**src/rtl/gpu_dispatch_pkg.sv**
```systemverilog
// +----------------------------------------------------------------------------+
// | Module : gpu_dispatch_pkg                                                  |
// | Brief  : shared state encodings and width helpers for the block dispatcher |
// | Rev    : 1.0                                                               |
// +----------------------------------------------------------------------------+
`default_nettype none

package gpu_dispatch_pkg;

  typedef enum logic [1:0] {
    ST_IDLE = 2'd0,
    ST_RUN  = 2'd1,
    ST_DONE = 2'd2
  } fsm_state_e;

  typedef enum logic [1:0] {
    SLOT_FREE  = 2'd0,
    SLOT_BUSY  = 2'd1,
    SLOT_DRAIN = 2'd2
  } slot_state_e;

  // One spare bit so block counters can hold the block total itself.
  function automatic int blk_cnt_w(input int bid_w);
    return bid_w + 1;
  endfunction

  function automatic int thr_cnt_w(input int tpb);
    return $clog2(tpb) + 1;
  endfunction

endpackage

`default_nettype wire

```
**src/rtl/free_core_picker.sv**
```systemverilog
// +----------------------------------------------------------------------------+
// | Module : free_core_picker                                                  |
// | Brief  : lowest-index priority encoder over free core slots                |
// | Rev    : 1.0                                                               |
// +----------------------------------------------------------------------------+
`default_nettype none

module free_core_picker #(
  parameter int N     = 4,
  parameter int IDX_W = (N > 1) ? $clog2(N) : 1
) (
  input  logic [N-1:0]     free_i,
  output logic             valid_o,
  output logic [IDX_W-1:0] index_o
);

  // Scan from the top so the last hit written is the lowest index.
  always_comb begin
    valid_o = 1'b0;
    index_o = '0;
    for (int i = N - 1; i >= 0; i--) begin
      if (free_i[i]) begin
        valid_o = 1'b1;
        index_o = IDX_W'(i);
      end
    end
  end

endmodule

`default_nettype wire

```
**src/rtl/block_dispatcher.sv**
```systemverilog
// +----------------------------------------------------------------------------+
// | Module : block_dispatcher                                                  |
// | Brief  : splits a kernel into blocks and feeds them to recycled cores;     |
// |          optional perf counters behind DISPATCH_PERF_EN                    |
// | Rev    : 1.0                                                               |
// +----------------------------------------------------------------------------+
`default_nettype none

module block_dispatcher
  import gpu_dispatch_pkg::*;
#(
  parameter int CORES             = 4,
  parameter int THREADS_PER_BLOCK = 4,
  parameter int TC_W              = 8,
  parameter int BID_W             = 8
) (
  input  logic                                          clk,
  input  logic                                          reset,
  input  logic                                          start,
  input  logic [TC_W-1:0]                               thread_count,
  input  logic [CORES-1:0]                              core_done,
  output logic [CORES-1:0]                              core_start,
  output logic [CORES-1:0]                              core_reset,
  output logic [CORES*BID_W-1:0]                        core_block_id,
  output logic [CORES*($clog2(THREADS_PER_BLOCK)+1)-1:0] core_thread_count,
  output logic                                          done
`ifdef DISPATCH_PERF_EN
  ,
  output logic [31:0]                                   perf_cycles,
  output logic [$clog2(CORES):0]                        perf_peak_busy
`endif
);

  localparam int TCO_W   = thr_cnt_w(THREADS_PER_BLOCK);
  localparam int CNT_W   = blk_cnt_w(BID_W);
  localparam int LOG_TPB = $clog2(THREADS_PER_BLOCK);
  localparam int IDX_W   = (CORES > 1) ? $clog2(CORES) : 1;
  localparam int PEAK_W  = $clog2(CORES) + 1;
  localparam int TW      = TC_W + 1;
  localparam int RW      = TC_W + BID_W + 2;

  fsm_state_e        state_q, state_d;
  logic [TC_W-1:0]   tc_q, tc_d;
  logic [CNT_W-1:0]  total_q, total_d;
  logic [CNT_W-1:0]  next_bid_q, next_bid_d;
  logic [CNT_W-1:0]  completed_q, completed_d;
  slot_state_e       slot_q [CORES];
  slot_state_e       slot_d [CORES];
  logic [CORES-1:0]  start_q, start_d;
  logic [CORES-1:0]  rst_q, rst_d;
  logic [BID_W-1:0]  bid_q [CORES];
  logic [BID_W-1:0]  bid_d [CORES];
  logic [TCO_W-1:0]  tcnt_q [CORES];
  logic [TCO_W-1:0]  tcnt_d [CORES];
  logic              done_q, done_d;
  logic [PEAK_W-1:0] n_fin;

  logic [CORES-1:0]  w_free;
  logic              w_pick_valid;
  logic [IDX_W-1:0]  w_pick_idx;
  logic [TW-1:0]     w_total_full;
  logic [RW-1:0]     w_rem;
  logic [TCO_W-1:0]  w_blk_tcnt;

  for (genvar g = 0; g < CORES; g++) begin : g_core
    assign w_free[g]                                = (slot_q[g] == SLOT_FREE);
    assign core_block_id[g*BID_W +: BID_W]          = bid_q[g];
    assign core_thread_count[g*TCO_W +: TCO_W]      = tcnt_q[g];
  end

  free_core_picker #(
    .N     (CORES),
    .IDX_W (IDX_W)
  ) u_picker (
    .free_i  (w_free),
    .valid_o (w_pick_valid),
    .index_o (w_pick_idx)
  );

  assign w_total_full = (TW'(thread_count) + TW'(THREADS_PER_BLOCK - 1)) >> LOG_TPB;
  // Threads left from the next block onward; the last block may be partial.
  assign w_rem        = RW'(tc_q) - (RW'(next_bid_q) << LOG_TPB);
  assign w_blk_tcnt   = (w_rem >= RW'(THREADS_PER_BLOCK)) ? TCO_W'(THREADS_PER_BLOCK)
                                                          : TCO_W'(w_rem);

  always_comb begin
    state_d     = state_q;
    tc_d        = tc_q;
    total_d     = total_q;
    next_bid_d  = next_bid_q;
    slot_d      = slot_q;
    start_d     = start_q;
    rst_d       = rst_q;
    bid_d       = bid_q;
    tcnt_d      = tcnt_q;
    n_fin       = '0;

    for (int i = 0; i < CORES; i++) begin
      if (slot_q[i] == SLOT_BUSY && core_done[i]) begin
        slot_d[i]  = SLOT_DRAIN;
        start_d[i] = 1'b0;
        rst_d[i]   = 1'b1;
        n_fin      = n_fin + PEAK_W'(1);
      end else if (slot_q[i] == SLOT_DRAIN) begin
        slot_d[i]  = SLOT_FREE;
        rst_d[i]   = 1'b0;
      end
    end
    completed_d = completed_q + CNT_W'(n_fin);

    case (state_q)
      ST_IDLE, ST_DONE: begin
        if (start) begin
          tc_d        = thread_count;
          total_d     = CNT_W'(w_total_full);
          next_bid_d  = '0;
          completed_d = '0;
          state_d     = (thread_count == '0) ? ST_DONE : ST_RUN;
        end
      end
      ST_RUN: begin
        if (completed_q == total_q) begin
          state_d = ST_DONE;
        end else if (next_bid_q < total_q && w_pick_valid) begin
          slot_d[w_pick_idx]  = SLOT_BUSY;
          start_d[w_pick_idx] = 1'b1;
          bid_d[w_pick_idx]   = BID_W'(next_bid_q);
          tcnt_d[w_pick_idx]  = w_blk_tcnt;
          next_bid_d          = next_bid_q + CNT_W'(1);
        end
      end
      default: state_d = ST_IDLE;
    endcase

    done_d = (state_d == ST_DONE);
  end

  always_ff @(posedge clk) begin
    if (reset) begin
      state_q     <= ST_IDLE;
      tc_q        <= '0;
      total_q     <= '0;
      next_bid_q  <= '0;
      completed_q <= '0;
      start_q     <= '0;
      rst_q       <= '0;
      done_q      <= 1'b0;
      for (int i = 0; i < CORES; i++) begin
        slot_q[i] <= SLOT_FREE;
        bid_q[i]  <= '0;
        tcnt_q[i] <= '0;
      end
    end else begin
      state_q     <= state_d;
      tc_q        <= tc_d;
      total_q     <= total_d;
      next_bid_q  <= next_bid_d;
      completed_q <= completed_d;
      start_q     <= start_d;
      rst_q       <= rst_d;
      done_q      <= done_d;
      slot_q      <= slot_d;
      bid_q       <= bid_d;
      tcnt_q      <= tcnt_d;
    end
  end

  assign core_start = start_q;
  assign core_reset = rst_q;
  assign done       = done_q;

`ifdef DISPATCH_PERF_EN
  logic [31:0]       perf_cycles_q;
  logic [PEAK_W-1:0] peak_q;
  logic [PEAK_W-1:0] w_busy_cnt;
  logic              w_accept;

  assign w_accept = start && (state_q != ST_RUN);

  always_comb begin
    w_busy_cnt = '0;
    for (int i = 0; i < CORES; i++) begin
      if (slot_q[i] == SLOT_BUSY) w_busy_cnt = w_busy_cnt + PEAK_W'(1);
    end
  end

  // Only RUN cycles advance the counters, so both freeze once done is up.
  always_ff @(posedge clk) begin
    if (reset || w_accept) begin
      perf_cycles_q <= '0;
      peak_q        <= '0;
    end else if (state_q == ST_RUN) begin
      if (perf_cycles_q != '1) perf_cycles_q <= perf_cycles_q + 32'd1;
      if (w_busy_cnt > peak_q) peak_q <= w_busy_cnt;
    end
  end

  assign perf_cycles    = perf_cycles_q;
  assign perf_peak_busy = peak_q;
`endif

endmodule

`default_nettype wire

```
**config.mk**
```make
export PLATFORM = sky130hd
export DESIGN_NAME = block_dispatcher
export DESIGN_NICKNAME = d
export VERILOG_FILES = /design/src/rtl/gpu_dispatch_pkg.sv /design/src/rtl/free_core_picker.sv /design/src/rtl/block_dispatcher.sv
export SDC_FILE = /design/constraint.sdc
export NUM_CORES = 1
export LEC_CHECK = 0
export CORE_MARGIN = 2
export CORE_UTILIZATION = 30
export CTS_CLUSTER_SIZE = 40
export DETAILED_ROUTE_END_ITERATION = 16
export GPL_TIMING_DRIVEN = 1
export PLACE_DENSITY_LB_ADDON = 0.1
export REMOVE_ABC_BUFFERS = 1
export SLEW_MARGIN = 20
export SYNTH_ARGS = -nofsm -noshare
export SYNTH_HDL_FRONTEND = slang
export SYNTH_HIERARCHICAL = 1
export SYNTH_SLANG_ARGS = --single-unit
```
**constraint.sdc**
```tcl
create_clock -name clk -period 4.65 [get_ports clk]
set_input_delay 0.93 -clock clk [delete_from_list [all_inputs] [get_ports clk]]
set_output_delay 0.93 -clock clk [all_outputs]
set_load 0.02 [all_outputs]
```
==> run summary, run 1 <==
The worst hold path belongs to the class flop to flop. The violation count after the first detailed-route iteration came out at 250. The slew at the pin closest to its max-slew limit came out at 776 ps. STA classifies the critical path endpoint as a flop. Of all flip-flops after synthesis, the portion carrying an async set or reset was 0%. The count of pins over their slew limit is 0. Of the available clock period, the critical path in the final layout requires 81.9%. The number of global-route vias before repair is 4010. The pre-antenna-repair detailed-routing pass consisted of 4 iterations.

The global route total overflow came out at 0. The synthesis-stage register bit count is 96. The floorplan step set the die height to 127 microns. The number of antenna cells inserted came out at 0. The floorplan die width is 127 microns. The biggest fanout along the worst timing path came out at 6. The first-pass GRT wire length came out at 21.0 mm. After routing, the total negative slack on setup checks comes to 0 ps. The most used flip-flop cell after synthesis is sky130_fd_sc_hd__dfxtp_1.

In the layout the commonest cells are sky130_fd_sc_hd__dfxtp_1 (96), sky130_fd_sc_hd__a21oi_1 (68), sky130_fd_sc_hd__clkdlybuf4s50_1 (66). The number of CTS-inserted buffers is 9. The share of layout cells above drive strength 1 came out at 5.39%. The pre-CTS setup slack is 497 ps.

The final number of setup-violating endpoints came out at 0. The clock period could shrink to 3810 ps. The routed layout has 3961 vias. The detail-routed via count per cell came out at 5.09. The post-detailed-routing wire length is 12.5 mm.

The setup fix buffers added after clock tree synthesis came out at 0. The run finished with clean final reports. In this run, post-CTS hold repair placed 0 buffers.

Relative to the synthesized area, the layout overhead comes to 24.8%. TritonCTS built the clock tree. The area of the core region came out at 14600 sq um.

The initial antenna violation count is 0. The clock net in this run drives a total of 96 sinks. Across all register-to-register paths, the minimum setup slack is 1450 ps. For this run, the total global-route usage over all layers was measured as 16.6%.

The smallest setup slack after layout is 843 ps. The average wire per standard cell is 16.1 microns. The number of hold violations in the final report came out at 0. The sequential fraction of the synthesis area came out at 42.5%. The endpoint identified for the worst register-to-register timing path is core_thread_count[1]$_SDFFE_PP0P_. The net count reported at finish is 627. In this run the static leakage power is 0.00205 uW. The clock transition at the registers of the reported paths is 70 ps. The library cell used most frequently in the layout, excluding fill and tap cells, is sky130_fd_sc_hd__dfxtp_1. The total I/O pin count came out at 68. Entering global routing, the biggest net connects 67 pins. The worst clock skew is 6.90 ps. The residual DRC count came out at 0.

The cell area power density came out at 330 nW/um^2. The worst hold path terminates at tc_q[2]$_SDFFE_PP0P_. Setup repair after global routing left no endpoint under its margin. The row count is 44. For this run, the number of Yosys warnings is 6. The required time at the endpoint of the critical path came out at 4870 ps. Counting along the longest clock path gives a buffer depth of 2. The clock insertion delay at the later pin of the skew report is 350 ps. Dividing the synthesized area by the synthesized cell count gives 8.46 sq um. The number of cells on the worst reg-to-reg path is 8. The number of enable-type register cells in the synthesized netlist came out at 0. The die covers 16100 sq um.

The count of H-tree levels built during CTS is 3. The worst hold path begins at tc_q[2]$_SDFFE_PP0P_. After clock tree synthesis, the repair step resized 0 gates.

The number of different library cells used by synthesis comes to 47. The HPWL after detailed placement came out at 8.74 mm. The mapped netlist covers 4520 sq um.

The overall power consumption came out at 1860 uW. The root cell of the clock tree is sky130_fd_sc_hd__clkbuf_16. Measured against its own limit, the worst slew margin works out to 48.2%.

The critical path startpoint category is a primary input. The arrival time of data at the critical path endpoint came out at 4030 ps. The number of cells produced by synthesis is 534. The placer's final routability congestion estimate came out at 0.767. The timing-limited maximum frequency is 0.263 GHz.

In this run the tool buffered the top-level ports with 67 buffer cells. The path type of the worst setup path is primary input to flop. The remaining number of nets flagged by the antenna check after routing came out at 0. The startpoint of the most critical register-to-register path is next_bid_q[0]$_SDFFE_PP0P_.

The starting utilization of the core area is 30.8%. The worst hold path stage count is 2. The number of maximum-capacitance violations is 0. The largest vdd supply drop is 171 uV.
-- worst max-delay path, stage by stage --
cell,delay (ps)
sky130_fd_sc_hd__clkdlybuf4s50_1,490
sky130_fd_sc_hd__nand3_1,240
sky130_fd_sc_hd__ha_1,390
sky130_fd_sc_hd__xnor2_1,260
sky130_fd_sc_hd__ha_1,290
sky130_fd_sc_hd__mux2_2,270
sky130_fd_sc_hd__ha_1,260
sky130_fd_sc_hd__a21o_1,180
sky130_fd_sc_hd__a21oi_1,300
sky130_fd_sc_hd__and3b_1,230
sky130_fd_sc_hd__xnor2_1,130
sky130_fd_sc_hd__nor2_1,50
-- state kept, by name (all words and copies together), names as in the netlist --
signal / cells
total_q: 7
completed_q: 9
done: 1
next_bid_q: 9
slot_q: 8
tc_q: 8
core_thread_count: 12
core_block_id: 32
core_reset: 4
core_start: 4
state_q: 2
-- cell type report --
class	instances	area, sq um
clock buffer	9	225
clock inverter	7	72.6
multi-input combinational	383	2380
timing repair buffer	72	703
inverter	27	101
sequential	96	1920
fill	1521	9010
tap	184	230
-- kinds of logic (layout without fill, tap and decap cells) --
kind of cell / after synthesis / count (layout) / share of synthesized area, %
and+or+nand+nor: 176 / 176 / 19.1
muxes: 11 / 11 / 2.47
AOI/OAI and AO/OA: 151 / 151 / 20.2
buffers and inverters: 55 / 115 / 4.74
adders and majority gates: 23 / 23 / 6.70
xor gates and xnor gates: 22 / 22 / 4.27
DFF: 96 / 96 / 42.5
-- through the flow --
stage,utilization (%),instances,area (sq um),hold WS (ps)
after floorplan,-,506,4400,430
after CTS,38.5,778,5640,461
after detailed placement,36.4,762,5340,451
final,38.5,778,5640,457
after global routing,38.5,778,5640,485
after global placement,36.4,762,5340,447
-- power by group --
part	leakage, uW	switching, uW	total (uW)	internal, uW
clock	0.000141	332	748	417
combinational	0.00114	170	255	85.7
sequential	0.000777	16.6	857	841
-- routing by layer --
metal | share of wire (%) | vias to the layer above | track usage, %
li1 | - | 2006 | -
met1 | 49 | 1844 | 22.4
met2 | 44 | 94 | 26.1
met3 | 4.5 | 17 | 3.21
met4 | 2.0 | 0 | 6.92
met5 | 0 | - | 0
-- synth_stat cells, drive strengths merged, types with 3 or more instances --
cell / count / area share, %
a211oi: 9 / 1.5
o21a: 5 / 0.86
o211ai: 4 / 0.66
and3: 10 / 1.4
xnor2: 14 / 2.7
inv: 27 / 2.2
mux2i: 10 / 2.2
nand3: 38 / 4.2
clkbuf: 16 / 1.3
o21ai: 47 / 5.4
xor2: 8 / 1.6
ha: 21 / 5.8
nand2: 54 / 4.5
nor2b: 6 / 0.89
buf: 12 / 1.2
or4: 3 / 0.50
o211a: 3 / 0.66
nand2b: 4 / 0.55
dfxtp: 96 / 43
nor3: 7 / 0.78
nand4: 13 / 1.8
o31ai: 4 / 0.66
a21oi: 69 / 7.7
nor2: 29 / 2.4
-- worst max-delay path by stage --
stage,startpoint,endpoint,cells past startpoint
5_1_grt,core_done[1],completed_q[7]$_SDFF_PP0_,12
4_1_cts,core_done[1],completed_q[7]$_SDFF_PP0_,12
2_1_floorplan,core_done[0],completed_q[7]$_SDFF_PP0_,11
3_3_place_gp,core_done[1],completed_q[7]$_SDFF_PP0_,12
3_5_place_dp,core_done[1],completed_q[7]$_SDFF_PP0_,12
6_report,core_done[1],completed_q[7]$_SDFF_PP0_,12
(Power assumes the default switching activity.)
==> run 2, diff against run 1 <==
==> constraint.sdc (replaced) <==
create_clock -name clk -period 3.4 [get_ports clk]
set_input_delay 0.68 -clock clk [delete_from_list [all_inputs] [get_ports clk]]
set_output_delay 0.68 -clock clk [all_outputs]
set_load 0.02 [all_outputs]
==> run 2 against run 1 <==
Total power rose by 39%. Die area stayed put. Core utilization increased by 1.1 points. First-iteration DRC count rose by 5.6%. Register-to-register slack got worse by 830 ps. Largest power group unchanged. Critical path type unchanged. Clock-buffer cell count unchanged. Final cell count is 2.7% higher. Critical endpoint is now completed_q[5]$_SDFF_PP0_. Global-route usage shrank 0.33 points. Via count up 0.50%. Sequential share of layout area fell by 0.96 points. Largest cell class unchanged. Design area is 2.9% higher.
==> run summary, run 2 (synthesis results as in run 1) <==
The detail-routed via count per cell came out at 4.98 (-2.1%). The worst hold-check slack is 457 ps (+0.149 ps). The HPWL after detailed placement was 8.99 mm (+2.8%). The count of cells resized by post-cts repair is 0 (unchanged). The average wire per standard cell is 15.4 microns (-4.1%).

The net count reported at finish was 648 (+3.3%). The largest vdd supply drop came to 232 uV (+36%). The worst setup path is captured at a flop. The setup slack on the worst flop-to-flop path is 620 ps (-830 ps). The share of the clock period used by the worst path after layout came out at 93.7%. The reg-to-reg endpoint is completed_q[5]$_SDFF_PP0_. The CTS tree is yes. The number of hold violations in the final report came out at 0 (unchanged). The arrival time of data at the critical path endpoint came to 3450 ps (-580 ps). The top metal layer carrying routed signals is met4. The count of pins over their slew limit is 0 (unchanged). Leaving out fill and tap cells, the most frequent cell in the layout is sky130_fd_sc_hd__dfxtp_1. STA classifies the critical path startpoint as a primary input. The clock transition at the registers of the reported paths came out at 60 ps (about the same). The overall die area is 16100 sq um (unchanged). The final critical path time including I/O delays and setup came out at 3190 ps.

The row count came to 44 (unchanged). The post-layout instance count excluding filler cells is 799 (+2.7%). The aggregate global-route resource usage came to 16.3% (-0.33 points). The routed length on met3 is 540 microns (-4.4%). The slew at the pin closest to its max-slew limit is 731 ps (-45.3 ps). The violation count after the first detailed-route iteration is 264 (+5.6%). The first-pass GRT wire length came out at 20.6 mm (-1.9%).

The min-delay analysis places its worst path in the category flop to flop. The terminating pin of the worst hold path is tc_q[1]$_SDFFE_PP0P_. The worst hold path begins at tc_q[1]$_SDFFE_PP0P_. The setup fix buffers added after clock tree synthesis came out at 0 (unchanged). The floorplan die width came out at 127 microns (unchanged). The path type of the worst setup path is primary input to flop.

The met1 wire length is 5.85 mm (-4.5%). The leakage component of the power is 0.00216 uW (+5.0%). The overall power consumption came out at 2580 uW (+39%). The number of maximum-capacitance violations was 0 (unchanged). Derived from the worst setup path, the maximum achievable clock frequency is 0.314 GHz. The biggest fanout along the worst timing path came to 3 (-3).

The maximum clock insertion buffer count was 2 (unchanged). The root cell of the clock tree is sky130_fd_sc_hd__clkbuf_16. The clock insertion delay at the later pin of the skew report came out at 350 ps (about the same).

The logic depth of the worst register-to-register path is 11 (+3). The headroom to the max-slew limit was 51.1% (+2.9 points). The number of global-route vias before repair came out at 3921 (-2.2%). The share of layout cells above drive strength 1 is 8.62% (+3.2 points). Leaving out fill and tap cells, the most frequent cells in the layout are sky130_fd_sc_hd__dfxtp_1 (96), sky130_fd_sc_hd__a21oi_1 (68), sky130_fd_sc_hd__clkdlybuf4s50_1 (66). The required time at the endpoint of the critical path came out at 3670 ps (-1200 ps).

The detailed-router iteration count before antenna repair came out at 5 (+1). The count of H-tree levels built during CTS came out at 3 (unchanged). The CTS sink count is 96 (unchanged). The maximum number of pins on one net before global-route repair is 67 (unchanged).

The startpoint of the most critical register-to-register path is slot_q[4]$_SDFF_PP0_. Setup repair after global routing left no endpoint under its margin. The via count of the routed design came out at 3981 (+0.50%).

The area of the core region was 14600 sq um (unchanged). The final number of setup-violating endpoints is 0 (unchanged). The number of CTS-inserted buffers is 9 (unchanged). The worst hold path stage count is 2 (unchanged).

The most critical setup path has its startpoint at core_done[1]. The residual DRC count came out at 0 (unchanged). The post-detailed-routing wire length is 12.3 mm (-1.5%). The total I/O pin count was 68 (unchanged). The count of buffers from port buffering is 67 (unchanged). The remaining number of nets flagged by the antenna check after routing was 0 (unchanged). The met2 layer wire length in the routed design is 5.81 mm (+4.6%). The initial antenna violation count came out at 0 (unchanged). The worst clock skew came to 7.87 ps (+0.964 ps).

The number of cells after detailed placement is 783 (+2.8%). The number of hold-repair buffers added at the cts stage came out at 0 (unchanged). The global route total overflow came out at 0 (unchanged). The y dimension of the die came to 127 microns (unchanged). The number of antenna cells inserted came out at 0 (unchanged). The starting utilization of the core area came out at 30.8% (unchanged). The cell area power density is 445 nW/um^2 (+35%).

The placer's final routability congestion estimate came out at 0.773 (+0.81%). The flip-flop count of the largest register, all copies and words added came out at 32 (unchanged). The run finished with clean final reports. The area growth from synthesis to layout is 28.4%.
-- run 2: cell types whose count changed in the layout (fill, tap and decap cells not counted) --
cell                       change
sky130_fd_sc_hd__inv_8         +1
sky130_fd_sc_hd__clkinv_2      -1
sky130_fd_sc_hd__inv_6         +1
sky130_fd_sc_hd__buf_4        +21
sky130_fd_sc_hd__clkinv_4      -1
-- run 2: through the flow --
| stage | utilization [%] | TNS, ps | setup WS [ps] | instance area, sq um |
|---|---|---|---|---|
| 2_1_floorplan | - | 0 | 298 | 4400 |
| 3_3_place_gp | 37.5 | -355 | -151 | 5500 |
| 3_5_place_dp | 37.5 | -391 | -151 | 5500 |
| 4_1_cts | 39.6 | 0 | 208 | 5800 |
| 5_1_grt | 39.6 | 0 | 9.50 | 5800 |
| 6_report | 39.6 | 0 | 213 | 5800 |
-- run 2: critical path, stage by stage --
cell                              delay, ps
sky130_fd_sc_hd__clkdlybuf4s50_1        490
sky130_fd_sc_hd__nand3_1                130
sky130_fd_sc_hd__ha_1                   330
sky130_fd_sc_hd__xnor2_1                230
sky130_fd_sc_hd__ha_1                   280
sky130_fd_sc_hd__mux2_2                 260
sky130_fd_sc_hd__ha_1                   270
sky130_fd_sc_hd__a21o_1                 100
sky130_fd_sc_hd__a21oi_1                 80
sky130_fd_sc_hd__buf_4                  150
sky130_fd_sc_hd__or3_1                  310
sky130_fd_sc_hd__a21oi_1                170
-- run 2: power by group --
part	total, uW	switching, uW	internal, uW
registers	1170	19.8	1150
logic	371	236	134
clock network	1040	465	578
total	2580	722	1860
-- run 2: worst max path at each step --
stage,end,slack [ps],cells after the start
finish,completed_q[5]$_SDFF_PP0_,210,12
detailed placement,completed_q[5]$_SDFF_PP0_,-150,12
CTS,completed_q[5]$_SDFF_PP0_,210,12
global route,completed_q[5]$_SDFF_PP0_,10,12
global placement,completed_q[7]$_SDFF_PP0_,-150,12
floorplan,completed_q[7]$_SDFF_PP0_,300,11
-- run 2: layout make-up --
class                           count  area, sq um
Multi-Input combinational cell    383         2380
Clock buffer                        9          225
Inverter                           27          101
Tap cell                          184          230
Clock inverter                      7         78.8
Fill cell                        1493         8840
Sequential cell                    96         1920
Timing Repair Buffer               93          861
-- run 2: per-layer routing --
metal	global-route usage [%]	up-vias
met1	21.6	1860
met3	4.22	8
met5	0	-
met2	26.6	72
li1	-	2041
met4	4.01	0
==> run 3, diff against run 2 <==
--- a/config.mk
+++ b/config.mk
@@ -17,3 +17,4 @@
 export SYNTH_HDL_FRONTEND = slang
 export SYNTH_HIERARCHICAL = 1
 export SYNTH_SLANG_ARGS = --single-unit
+export TNS_END_PERCENT = 10
==> results of run 3 <==
No change in the layout: final DEF, timing and power equal those of run 2.
